$ cat src/rtl/fetch_unit_pkg.sv
// Shared fetch-stage constants and the control-transfer encoding used by ID.
package fetch_unit_pkg;

    localparam int PC_STEP          = 4;
    localparam int RESET_PC_DEFAULT = 0;

    // ID's control-transfer kind; anything other than CB_NONE drives redirect.
    typedef enum logic [1:0] {
        CB_NONE   = 2'b00,
        CB_BRANCH = 2'b01,
        CB_JUMP   = 2'b10,
        CB_JALR   = 2'b11
    } cb_e;

    function automatic logic cb_redirects(input cb_e cb);
        return cb != CB_NONE;
    endfunction

endpackage

$ cat src/rtl/fetch_unit_sync_fifo.sv
// Prefetch queue: DEPTH entries, combinational head read, flush discards all entries.
module sync_fifo #(
    parameter int WIDTH = 64,
    parameter int DEPTH = 4
) (
    input  logic                   clk,
    input  logic                   rst,
    input  logic                   push,
    input  logic                   pop,
    input  logic                   flush,
    input  logic [WIDTH-1:0]       din,
    output logic [WIDTH-1:0]       dout,
    output logic [$clog2(DEPTH):0] count,
    output logic                   empty,
    output logic                   full
);
    localparam int PW = $clog2(DEPTH);
    localparam int CW = PW + 1;

    logic [WIDTH-1:0] mem [DEPTH];
    logic [PW-1:0]    wr_ptr, rd_ptr;
    logic             do_push, do_pop;

    assign empty   = (count == '0);
    assign full    = (count == CW'(DEPTH));
    // A push into a full queue is only legal when the head leaves the same cycle.
    assign do_push = push & (~full | pop) & ~flush;
    assign do_pop  = pop & ~empty;
    assign dout    = mem[rd_ptr];

    // Pointer and occupancy tracking; flush empties by catching rd_ptr up to wr_ptr.
    always_ff @(posedge clk) begin
        if (!rst) begin
            wr_ptr <= '0;
            rd_ptr <= '0;
            count  <= '0;
        end else if (flush) begin
            rd_ptr <= wr_ptr;
            count  <= '0;
        end else begin
            if (do_push) wr_ptr <= wr_ptr + PW'(1);
            if (do_pop)  rd_ptr <= rd_ptr + PW'(1);
            case ({do_push, do_pop})
                2'b10:   count <= count + CW'(1);
                2'b01:   count <= count - CW'(1);
                default: count <= count;
            endcase
        end
    end

    // Entry storage; contents need no reset since empty entries are never shown.
    always_ff @(posedge clk) begin
        if (do_push) mem[wr_ptr] <= din;
    end

endmodule

$ cat src/rtl/fetch_unit.sv
// Instruction-fetch front end: PC generator, one-cycle imem request, prefetch queue.
module fetch_unit
    import fetch_unit_pkg::*;
#(
    parameter int                ADDR_W   = 32,
    parameter int                DATA_W   = 32,
    parameter int                DEPTH    = 4,
    parameter logic [ADDR_W-1:0] RESET_PC = ADDR_W'(RESET_PC_DEFAULT)
) (
    input  logic                   clk,
    input  logic                   rst,
    output logic                   imem_req,
    output logic [ADDR_W-1:0]      imem_addr,
    input  logic [DATA_W-1:0]      imem_rdata,
    input  logic                   redirect,
    input  logic [ADDR_W-1:0]      redirect_pc,
    input  logic                   pause,
    output logic                   inst_valid,
    output logic [DATA_W-1:0]      inst,
    output logic [ADDR_W-1:0]      inst_pc,
    output logic [$clog2(DEPTH):0] fifo_cnt
);
    localparam int CW = $clog2(DEPTH) + 1;
    localparam int EW = ADDR_W + DATA_W;

    logic [ADDR_W-1:0] pc, inflight_pc;
    logic              inflight;
    logic              pop, push, empty, full;
    logic [CW:0]       occ;
    logic [EW-1:0]     head, last;

    assign pop  = inst_valid & ~pause;
    // The in-flight response is dropped whenever ID redirects in its arrival cycle.
    assign push = inflight & ~redirect;
    // Slots already promised (queued + in flight) minus the one leaving this cycle.
    assign occ  = {1'b0, fifo_cnt} + (CW+1)'(inflight) - (CW+1)'(pop);

    assign imem_req   = rst & ~redirect & (occ < (CW+1)'(DEPTH));
    assign imem_addr  = pc;
    assign inst_valid = ~empty;

    // PC and in-flight tracking; redirect beats sequential fetch.
    always_ff @(posedge clk) begin
        if (!rst) begin
            pc          <= RESET_PC;
            inflight    <= 1'b0;
            inflight_pc <= '0;
        end else begin
            if (redirect)      pc <= {redirect_pc[ADDR_W-1:2], 2'b00};
            else if (imem_req) pc <= pc + ADDR_W'(PC_STEP);
            inflight <= imem_req;
            if (imem_req) inflight_pc <= pc;
        end
    end

    // Remember the last presented head so inst/inst_pc stay put while the queue is empty.
    always_ff @(posedge clk) begin
        if (!rst)            last <= '0;
        else if (inst_valid) last <= head;
    end

    // Present the head when valid, otherwise the held copy.
    always_comb begin
        {inst_pc, inst} = last;
        if (inst_valid) {inst_pc, inst} = head;
    end

    sync_fifo #(
        .WIDTH (EW),
        .DEPTH (DEPTH)
    ) u_fifo (
        .clk   (clk),
        .rst   (rst),
        .push  (push),
        .pop   (pop),
        .flush (redirect),
        .din   ({inflight_pc, imem_rdata}),
        .dout  (head),
        .count (fifo_cnt),
        .empty (empty),
        .full  (full)
    );

endmodule

$ cat config.mk
export PLATFORM = sky130hd
export DESIGN_NAME = fetch_unit
export DESIGN_NICKNAME = d
export VERILOG_FILES = /design/src/rtl/fetch_unit_pkg.sv /design/src/rtl/fetch_unit_sync_fifo.sv /design/src/rtl/fetch_unit.sv
export SDC_FILE = /design/constraint.sdc
export NUM_CORES = 1
export LEC_CHECK = 0
export CAP_MARGIN = 5
export CORE_ASPECT_RATIO = 1.4
export CORE_UTILIZATION = 55
export CTS_BUF_LIST = sky130_fd_sc_hd__clkbuf_2 sky130_fd_sc_hd__clkbuf_4 sky130_fd_sc_hd__clkbuf_8
export DETAILED_ROUTE_END_ITERATION = 6
export GPL_TIMING_DRIVEN = 0
export HOLD_SLACK_MARGIN = 0.08
export PLACE_DENSITY = 0.77
export SLEW_MARGIN = 10
export SYNTH_ARGS = -nofsm -noshare
export SYNTH_HDL_FRONTEND = slang
export SYNTH_SLANG_ARGS = --single-unit
$ cat constraint.sdc
create_clock -name clk -period 7.5 [get_ports clk]
set_input_delay 0.75 -clock clk [delete_from_list [all_inputs] [get_ports clk]]
set_output_delay 0.75 -clock clk [all_outputs]
set_load 0.03 [all_outputs]
* Word level (Yosys, flattened, before mapping) *
Memory sizes are Yosys's and may differ from the RTL's. A register that Yosys moved wholly into a read port is not among the register bits.
Cells that the tools add are included.

word-level totals
  bits in writable memories = 256
  register bits = 136
  word-level logic and storage cells = 50
  memories kept = 1

memories
  name        depth  width  rd ports  clocked after Yosys merged registers in  wr ports  line                        text
  u_fifo.mem  4      64     1         1                                        1         fetch_unit_sync_fifo.sv:20  logic [WIDTH-1:0] mem [DEPTH];

cells by class
  add/subtract/negate cells = 7
  order comparisons = 1
  bitwise operators = 13
  reductions and logical operators = 6
  multiplexer cells = 11
  equal/unequal tests = 3

operator list
  operator                                                    count
  2-to-1 mux 32 bit                                           4
  adder 32 x 3 -> 32 bit, second input constant               1
  2-to-1 mux 2 bit                                            4
  bitwise AND 1 bit                                           7
  case mux 3 bit (2 select lines)                             1
  nonzero test 2 bit                                          3
  inverter 1 bit                                              5
  adder 2 x 1 -> 2 bit, second input constant                 2
  adder 3 x 1 -> 4 bit                                        1
  less-than comparator 4 x 3 -> 1 bit, second input constant  1
  subtractor 4 x 1 -> 4 bit                                   1
  adder 3 x 1 -> 3 bit, second input constant                 1
  equality test 3 bit, second input constant                  1
  zero test 3 bit                                             1
  subtractor 3 x 1 -> 3 bit, second input constant            1
  equality test 2 x 1 -> 1 bit, second input constant         1
  equality test 2 bit, second input constant                  1
  2-to-1 mux 1 bit                                            2
  AND reduction 2 bit                                         1
  OR reduction 2 bit                                          1
  OR 1 bit                                                    1

* Depth between registers and ports, before layout *
Gate-level depths: netlist (run 1).

  depth after elaboration = 8
  depth in mapped cells = 13
  mapped depth without buffers = 10

* Cells and area by module *
Synthesis (run 1) repeated with hierarchy kept, for this count alone.

unflattened totals
  cell total of the unflattened synthesis = 954
  area, all modules = 15,144.5 um^2

by module, submodules not included
  module      cells each  sequential area each (um^2)  instances  area each (um^2)
  sync_fifo   391         7,867.5                      1          9,793.1
  fetch_unit  563         2,502.4                      1          5,351.4

* Worst setup path before layout (run 1) *
No wires, ideal clock.

  kind = input-to-reg
  from = input redirect
  to = memory u_fifo.mem[0][0], enable pin
  slack = 4,034 ps
  data arrival time = 3,040 ps
  required time = 7,073 ps
  cell stages on the path = 5
  path buffers = 2
  path through = clkbuf_1 > inv_1 > clkbuf_1 > o311a_1 > and2_1

on the way
  word-level cells in the longest chain between the ends = 6

ends and longest elaborated chain
  what                                      line                                          text
  start, declared                           fetch_unit.sv:15                              input logic redirect,
  inverter 1 bit *                          fetch_unit_sync_fifo.sv:27, fetch_unit.sv:34
  bitwise AND 1 bit                         fetch_unit.sv:34                              assign push = inflight & ~redirect;
  bitwise AND 1 bit                         fetch_unit_sync_fifo.sv:27                    assign do_push = push & (~full | pop) & ~flush;
  bitwise AND 1 bit *                       fetch_unit_sync_fifo.sv:27
  2-to-1 mux 1 bit *                        fetch_unit_sync_fifo.sv:53                    if (do_push) mem[wr_ptr] <= din;
  2-to-1 mux 1 bit (not written as such) *  fetch_unit_sync_fifo.sv:53
  end, declared                             fetch_unit_sync_fifo.sv:20

Every way passes the cells marked *; elsewhere a longest branch is shown, timed or not.

* Worst setup path after layout (run 1) *
  from = register u_fifo.count[2]
  to = output imem_req

on the way
  word-level cells in the longest chain between the ends = 6
  elaborated cells on any way between the ends = 7

ends and longest elaborated chain
  what                                                          line                        text
  start, declared                                               fetch_unit_sync_fifo.sv:13  output logic [$clog2(DEPTH):0] count,
  start signal, assigned                                        fetch_unit_sync_fifo.sv:44  2'b10: count <= count + CW'(1);
  start signal, assigned                                        fetch_unit_sync_fifo.sv:45  2'b01: count <= count - CW'(1);
  start signal, assigned                                        fetch_unit_sync_fifo.sv:46  default: count <= count;
  branches (longest 3 deep; another with adder 3 x 1 -> 4 bit)  --
  subtractor 4 x 1 -> 4 bit *                                   fetch_unit.sv:36            assign occ = {1'b0, fifo_cnt} + (CW+1)'(inflight) - (CW+1)'(pop);
  less-than comparator 4 x 3 -> 1 bit *                         fetch_unit.sv:38            assign imem_req = rst & ~redirect & (occ < (CW+1)'(DEPTH));
  bitwise AND 1 bit *                                           fetch_unit.sv:38
  end, declared                                                 fetch_unit.sv:12            output logic imem_req,

Every way passes the cells marked *.

==> out/results.ini, run 1 <==
[route]
met1_length_microns = 11700
drt_wl_total_microns = 29800
first_iter_violations = 442
route.detailed.drc = 0
viasPerCell = 5.57
wl_met2_microns = 15800
vias = 8354
antenna_left = 0
firstDrtPassIters = 5
top_layer = met4
post_drt_wl_per_cell_microns = 19.9
wl_met3_microns = 1620

[grt]
overflow = 0
track_usage = 0.224
antenna_found_initial = 0
grt_pass1_vias = 8748
grt_pass1_wl_microns = 46700
grt_max_degree = 52

[cells_and_area]
final-seq-area_sq_um = 10100
fin_nets = 1209
final_core_util = 0.689
drive_gt1_frac = 0.213
fillers = 1810
areaGrowthSynthToFinish_pct = 22.3
multiInputGateArea_sq_um = 4430
diodes = 0

[pwr]
cellInternalPower_mw = 3.37
power.total_mw = 4.32
switching_share = 0.220
seqPwrFrac = 0.533
power.share.clock = 0.391
p_per_area_nw_per_um2 = 238
ir_drop_uv = 124
power_leakage_nw = 6.38
p_sw_mw = 0.949
combinationalPowerShare = 0.076

[clocking]
cts_hold_buf = 0
cts_made_buffers = 53
clock_sinks = 380
path_clk_slew_ns = 0.06
htreeDepth = 2
cts_root_buf = clkbuf_8
cts_tree = yes
cts_buffer_depth = 3
clk_latency_ns = 0.58
postCtsSetupRepairBufs = 0
ctsResizeCount = 0

[setup_path]
crit_fanout = 10
cp_slowest_stage_delay_ns = 0.61
worstRegToRegCells = 12
cp_top_family = buffers and inverters
required_ns = 6.75
rr_startpoint = u_fifo.count[2]$_SDFFE_PN0P_
crit_buf_inv = 6
cp-start-kind = flip-flop
cp_cell_sequence = nor3_1, clkbuf_1, nor2_1, ha_1, inv_1, ha_1, nand3b_1, and4bb_2, buf_2, o21ai_2, buf_4, inv_1, clkdlybuf4s50_1
critPathArrivalTime_ns = 4.26
crit_path_end_kind = output pin
critPathSlowestCell = clkbuf_1
worst-setup-path-type = reg2out
ff2ff_setup_slack_ns = 3.98
worst_r2r_endpoint = imem_addr[13]$_SDFFE_PN0P_

[timing]
slew_violations = 0
clock_skew_ns = 0.0151
fmax_ghz = 0.200
hold_viol = 0
period_share = 0.668
rsz0062_at_grt = false
period_minus_slack_ns = 5.01
finalSetupTns_ns = 0
worstMarginPinSlew_ns = 0.770
hold_slack_ns = 0.500
relSlewSlack = 0.487
timing.final.ws_setup_ns = 2.49
setup_viol = 0

[synthesis]
async_flop_share = 0
synth_area_sq_um = 14800
synth_ff_type = edfxtp_1
ys_ff_latch = 380
ys_warn_count = 0
synth-edff-count = 248
ys_types = 47
syn_area_per_cell_sq_um = 16.3
syn_inst = 908
seq_area_frac_synth = 0.681

[run]
drv_cap = 0

[die]
die_h_microns = 196
dieArea_sq_um = 27600
die_x_microns = 141
initial_core_util = 0.563
placementRows = 70
ios = 169
core_sq_um = 26300

[placement]
gp_congestion = 0.894
dp_worst_setup_slack_ns = 2.98
hpwl_microns = 19700
io_buffers = 161

[hold_path]
min_path_cells = 0
hold_class = reg2reg
holdPathEnd = u_fifo.mem[0][48]$_DFFE_PP_
hold_path.startpoint = inflight_pc[16]$_SDFFE_PN0P_

[run_status]
outcome = finished clean

[synth_stat cells, drive strengths merged, types with 2 or more instances]
cell | instances | area (sq um)
edfxtp | 248 | 7450
dfxtp | 132 | 2640
and2 | 74 | 463
mux2 | 62 | 698
mux4 | 62 | 1400
o21ai | 36 | 184
clkbuf | 34 | 128
mux2i | 32 | 320
nor2b | 32 | 200
xor2 | 24 | 210
a21oi | 22 | 114
buf | 22 | 126
o2111ai | 16 | 146
inv | 15 | 56.3
nand2 | 15 | 56.3
nand3 | 12 | 60.1
nor2 | 11 | 41.3
ha | 9 | 113
nor4 | 6 | 58.8
nand4 | 5 | 46.3
o211ai | 5 | 37.5
or3 | 5 | 31.3
a31oi | 4 | 25.0
and3 | 4 | 26.3
xnor2 | 4 | 35.0
nor3 | 3 | 15.0
a32oi | 2 | 17.5
or4 | 2 | 15.0
[registers in the layout, indices dropped and copies added (netlist names), named ones only]
name,count
inflight_pc,30
u_fifo.mem,248
last,62
u_fifo.wr_ptr,2
u_fifo.count,3
u_fifo.rd_ptr,2
inflight,1
imem_addr,30
[metal layers]
layer / up-vias / GRT usage
li1: 3898 / -
met1: 4148 / 0.261
met2: 250 / 0.406
met3: 58 / 0.0444
met4: 0 / 0.0817
met5: - / 0
[worst reg2reg max path, cell delays in order, from the launching register on]
cell      delay [ns]
dfxtp_1         0.39
nor3_1          0.29
clkbuf_1        0.61
nor2_1          0.22
ha_1            0.24
inv_1           0.05
ha_1            0.12
nand3b_1        0.11
a21oi_2         0.36
clkbuf_1        0.48
o211ai_1        0.21
xor2_1          0.17
a21oi_1         0.17
[logic make-up after synthesis]
group,count (synthesis),synth area share
simple gates,174,0.0714
buf+inv,71,0.0210
fa+ha+maj,10,0.00896
other cells,1,0.000253
mux,156,0.163
flops,380,0.681
xor+xnor,28,0.0166
compound gates,88,0.0373
[layout by cell type, fill, tap and decap left out, drive strengths merged, types with 16 or more instances in the layout]
master / Yosys / layout
edfxtp: 248 / 248
clkdlybuf4s50: 0 / 161
dfxtp: 132 / 132
clkbuf: 34 / 111
and2: 74 / 74
mux4: 62 / 62
mux2: 62 / 62
o21ai: 36 / 36
nor2b: 32 / 32
mux2i: 32 / 32
buf: 22 / 26
xor2: 24 / 24
a21oi: 22 / 22
clkinv: 0 / 19
o2111ai: 16 / 16
[stage by stage]
step                      area, sq um  std cells
after floorplan                 14800        911
after global placement          16800       1396
after detailed placement        16900       1400
after CTS                       18100       1500
after global routing            18100       1500
final                           18100       1500
[cell type report]
cell class | count | area share
sequential | 380 | 0.557
multi-input combinational | 460 | 0.244
timing repair buffer | 165 | 0.0947
clock buffer | 77 | 0.0544
tap | 324 | 0.0224
buffer | 56 | 0.0140
clock inverter | 23 | 0.00988
inverter | 15 | 0.00311
[worst max path at each step]
stage                                 startpoint                           to  slack (ns)  cells after the start
floorplan                               redirect   u_fifo.mem[0][0]$_DFFE_PP_        4.03                      5
global placement                        redirect  u_fifo.mem[0][28]$_DFFE_PP_        2.53                      5
detailed placement                         pause                     imem_req        2.98                     12
CTS                 u_fifo.count[2]$_SDFFE_PN0P_                     imem_req        2.42                     13
global route        u_fifo.count[2]$_SDFFE_PN0P_                     imem_req        2.21                     13
finish              u_fifo.count[2]$_SDFFE_PN0P_                     imem_req        2.49                     13
[power by group through the flow]
stage          clock, mW  combinational, mW  sequential [mW]
5_1_grt             1.82              0.352             2.30
2_1_floorplan          0              0.172             2.36
6_report            1.69              0.330             2.30
4_1_cts             1.73              0.333             2.30
3_5_place_dp           0              0.332             2.34
3_3_place_gp           0              0.326             2.34
(Power assumes the default switching activity.)
==> inputs of run 2 (changes only) <==
--- a/config.mk
+++ b/config.mk
@@ -7,7 +7,7 @@
 export LEC_CHECK = 0
 export CAP_MARGIN = 5
 export CORE_ASPECT_RATIO = 1.4
-export CORE_UTILIZATION = 55
+export CORE_UTILIZATION = 52
 export CTS_BUF_LIST = sky130_fd_sc_hd__clkbuf_2 sky130_fd_sc_hd__clkbuf_4 sky130_fd_sc_hd__clkbuf_8
 export DETAILED_ROUTE_END_ITERATION = 6
 export GPL_TIMING_DRIVEN = 0
==> constraint.sdc (replaced) <==
create_clock -name clk -period 4.2 [get_ports clk]
set_input_delay 0.42 -clock clk [delete_from_list [all_inputs] [get_ports clk]]
set_output_delay 0.42 -clock clk [all_outputs]
set_load 0.03 [all_outputs]
==> run 2 against run 1 <==
Compared with the run above: final cell count is 3.5% higher; combinational power increased by 79%; sequential cell count is the same; total power up 78%; hold slack got worse by 0.18 ns; wire length grew 3.1%; die area grew 5.7%; sequential share of layout area decreased by 0.21 points; register-to-register slack got worse by 2.9 ns; first-iteration DRC count up 2.9%; critical path type unchanged; core utilization decreased by 3.6 points; count of clock-buffer cells in the layout increased by 7.
==> out/results.ini, run 2 (same netlist as run 1, synthesis figures left out) <==
[run_status]
outcome = finished clean

[placement]
dp_worst_setup_slack_ns = 0.0780
gp_congestion = 0.910
io_buffers = 161
dp.cells = 1446
hpwl_microns = 20300

[hold_path]
hold_path.startpoint = redirect
holdPathEnd = imem_addr[2]$_SDFFE_PN0P_
min_path_cells = 3
hold_class = in2reg

[die]
die_h_microns = 202
dieArea_sq_um = 29200
die_x_microns = 145
ios = 169
core_sq_um = 27800
placementRows = 72
initial_core_util = 0.532

[cells_and_area]
final_cell_mix = edfxtp_1, clkdlybuf4s50_1, dfxtp_1, and2_1
regMostFlops = u_fifo.mem
final_core_util = 0.653
final_common_cell = edfxtp_1
fillers = 1967
instances_no_fill = 1552
top_regs = u_fifo.mem x248, last x62
diodes = 0
fin_nets = 1212
areaGrowthSynthToFinish_pct = 22.8
largest_register_ffs = 248
drive_gt1_frac = 0.219

[route]
met1_length_microns = 11900
vias = 8526
drt_wl_total_microns = 30800
firstDrtPassIters = 4
route.detailed.drc = 0
wl_met3_microns = 1640
viasPerCell = 5.49
post_drt_wl_per_cell_microns = 19.8
first_iter_violations = 455
antenna_left = 0
wl_met2_microns = 16300
top_layer = met4

[grt]
grt_max_degree = 45
grt_pass1_vias = 9024
track_usage = 0.219
grt_pass1_wl_microns = 47700
overflow = 0
antenna_found_initial = 0

[setup_path]
rr_startpoint = u_fifo.count[2]$_SDFFE_PN0P_
worst_r2r_endpoint = imem_addr[8]$_SDFFE_PN0P_
required_ns = 3.78
worst-setup-path-type = reg2out
ff2ff_setup_slack_ns = 1.06
critPathSlowestCell = dfxtp_1
cp_cell_sequence = nor3_1, clkbuf_4, nor2_2, ha_1, inv_1, ha_1, nand3b_1, and4bb_2, buf_2, o21ai_4, buf_6, inv_1, dlygate4sd2_1
startpoint = u_fifo.count[2]$_SDFFE_PN0P_
critPathArrivalTime_ns = 3.49
crit_path_end_kind = output pin
crit_fanout = 10
worstRegToRegCells = 12
cp_slowest_stage_delay_ns = 0.47
cp-start-kind = flip-flop

[timing]
period_share = 0.932
worstMarginPinSlew_ns = 0.767
fmax_ghz = 0.256
setup_viol = 0
period_minus_slack_ns = 3.91
finalSetupTns_ns = 0
clock_skew_ns = 0.0338
slew_violations = 0
timing.final.ws_setup_ns = 0.287
rsz0062_at_grt = false
hold_viol = 0
relSlewSlack = 0.484

[pwr]
p_per_area_nw_per_um2 = 422
ir_drop_uv = 254
power_leakage_nw = 6.41

[clocking]
path_clk_slew_ns = 0.06
clock_sinks = 380
clk_latency_ns = 0.60
cts_buffer_depth = 3
cts_made_buffers = 56
postCtsSetupRepairBufs = 0
cts_root_buf = clkbuf_8
htreeDepth = 2
cts_tree = yes

[run]
drv_cap = 0

run 2: what timing repair did:
| action | in CTS | in global routing |
|---|---|---|
| hold buffers | 0 | 0 |
| gates resized for setup | 6 | 0 |
| setup endpoints to repair | 1 | 0 |
run 2: how the worst max path moves through the flow:
stage | end | slack, ns
2_1_floorplan | u_fifo.mem[0][0]$_DFFE_PP_ | 1.06
3_3_place_gp | u_fifo.mem[0][26]$_DFFE_PP_ | -0.55
3_5_place_dp | imem_req | 0.08
4_1_cts | imem_req | 0.23
5_1_grt | imem_req | 0.05
6_report | imem_req | 0.29
run 2: through the flow:
stage | total power [mW] | area [sq um] | hold slack (ns)
floorplan | 4.52 | 14800 | 0.460
global placement | 4.77 | 16900 | 0.474
detailed placement | 4.78 | 17000 | 0.491
CTS | 7.76 | 18200 | 0.270
global route | 7.95 | 18200 | 0.292
finish | 7.68 | 18200 | 0.319
run 2: where the power goes:
group	total [mW]	leakage (nW)	switching, mW	internal, mW
sequential	4.11	3.34	0.0658	4.04
clock	2.98	0.623	1.33	1.65
combinational	0.592	2.44	0.313	0.279
total	7.68	6.41	1.71	5.97
run 2: cell type report:
type	instances	area [sq um]	share of cell area
plain buffers	56	262	0.0144
repair buffers	165	1720	0.0946
multi-input cells	460	4440	0.244
flip-flops and latches	380	10100	0.555
well taps	370	463	0.0255
clock buffers	84	1000	0.0550
inverters	15	56.3	0.00310
clock inverters	22	151	0.00833
run 2: critical path: cells and delay by family (launching register included):
kind | cells | cell delay, ns
fa+ha+maj | 2 | 0.43
compound gates | 1 | 0.23
simple gates | 4 | 0.65
flops | 1 | 0.47
buf+inv | 6 | 1.09
run 2: metal layers:
| layer | up-vias | GRT usage |
|---|---|---|
| met4 | 0 | 0.0887 |
| met3 | 64 | 0.0443 |
| met1 | 4292 | 0.254 |
| met2 | 259 | 0.391 |
| met5 | - | 0 |
| li1 | 3911 | - |
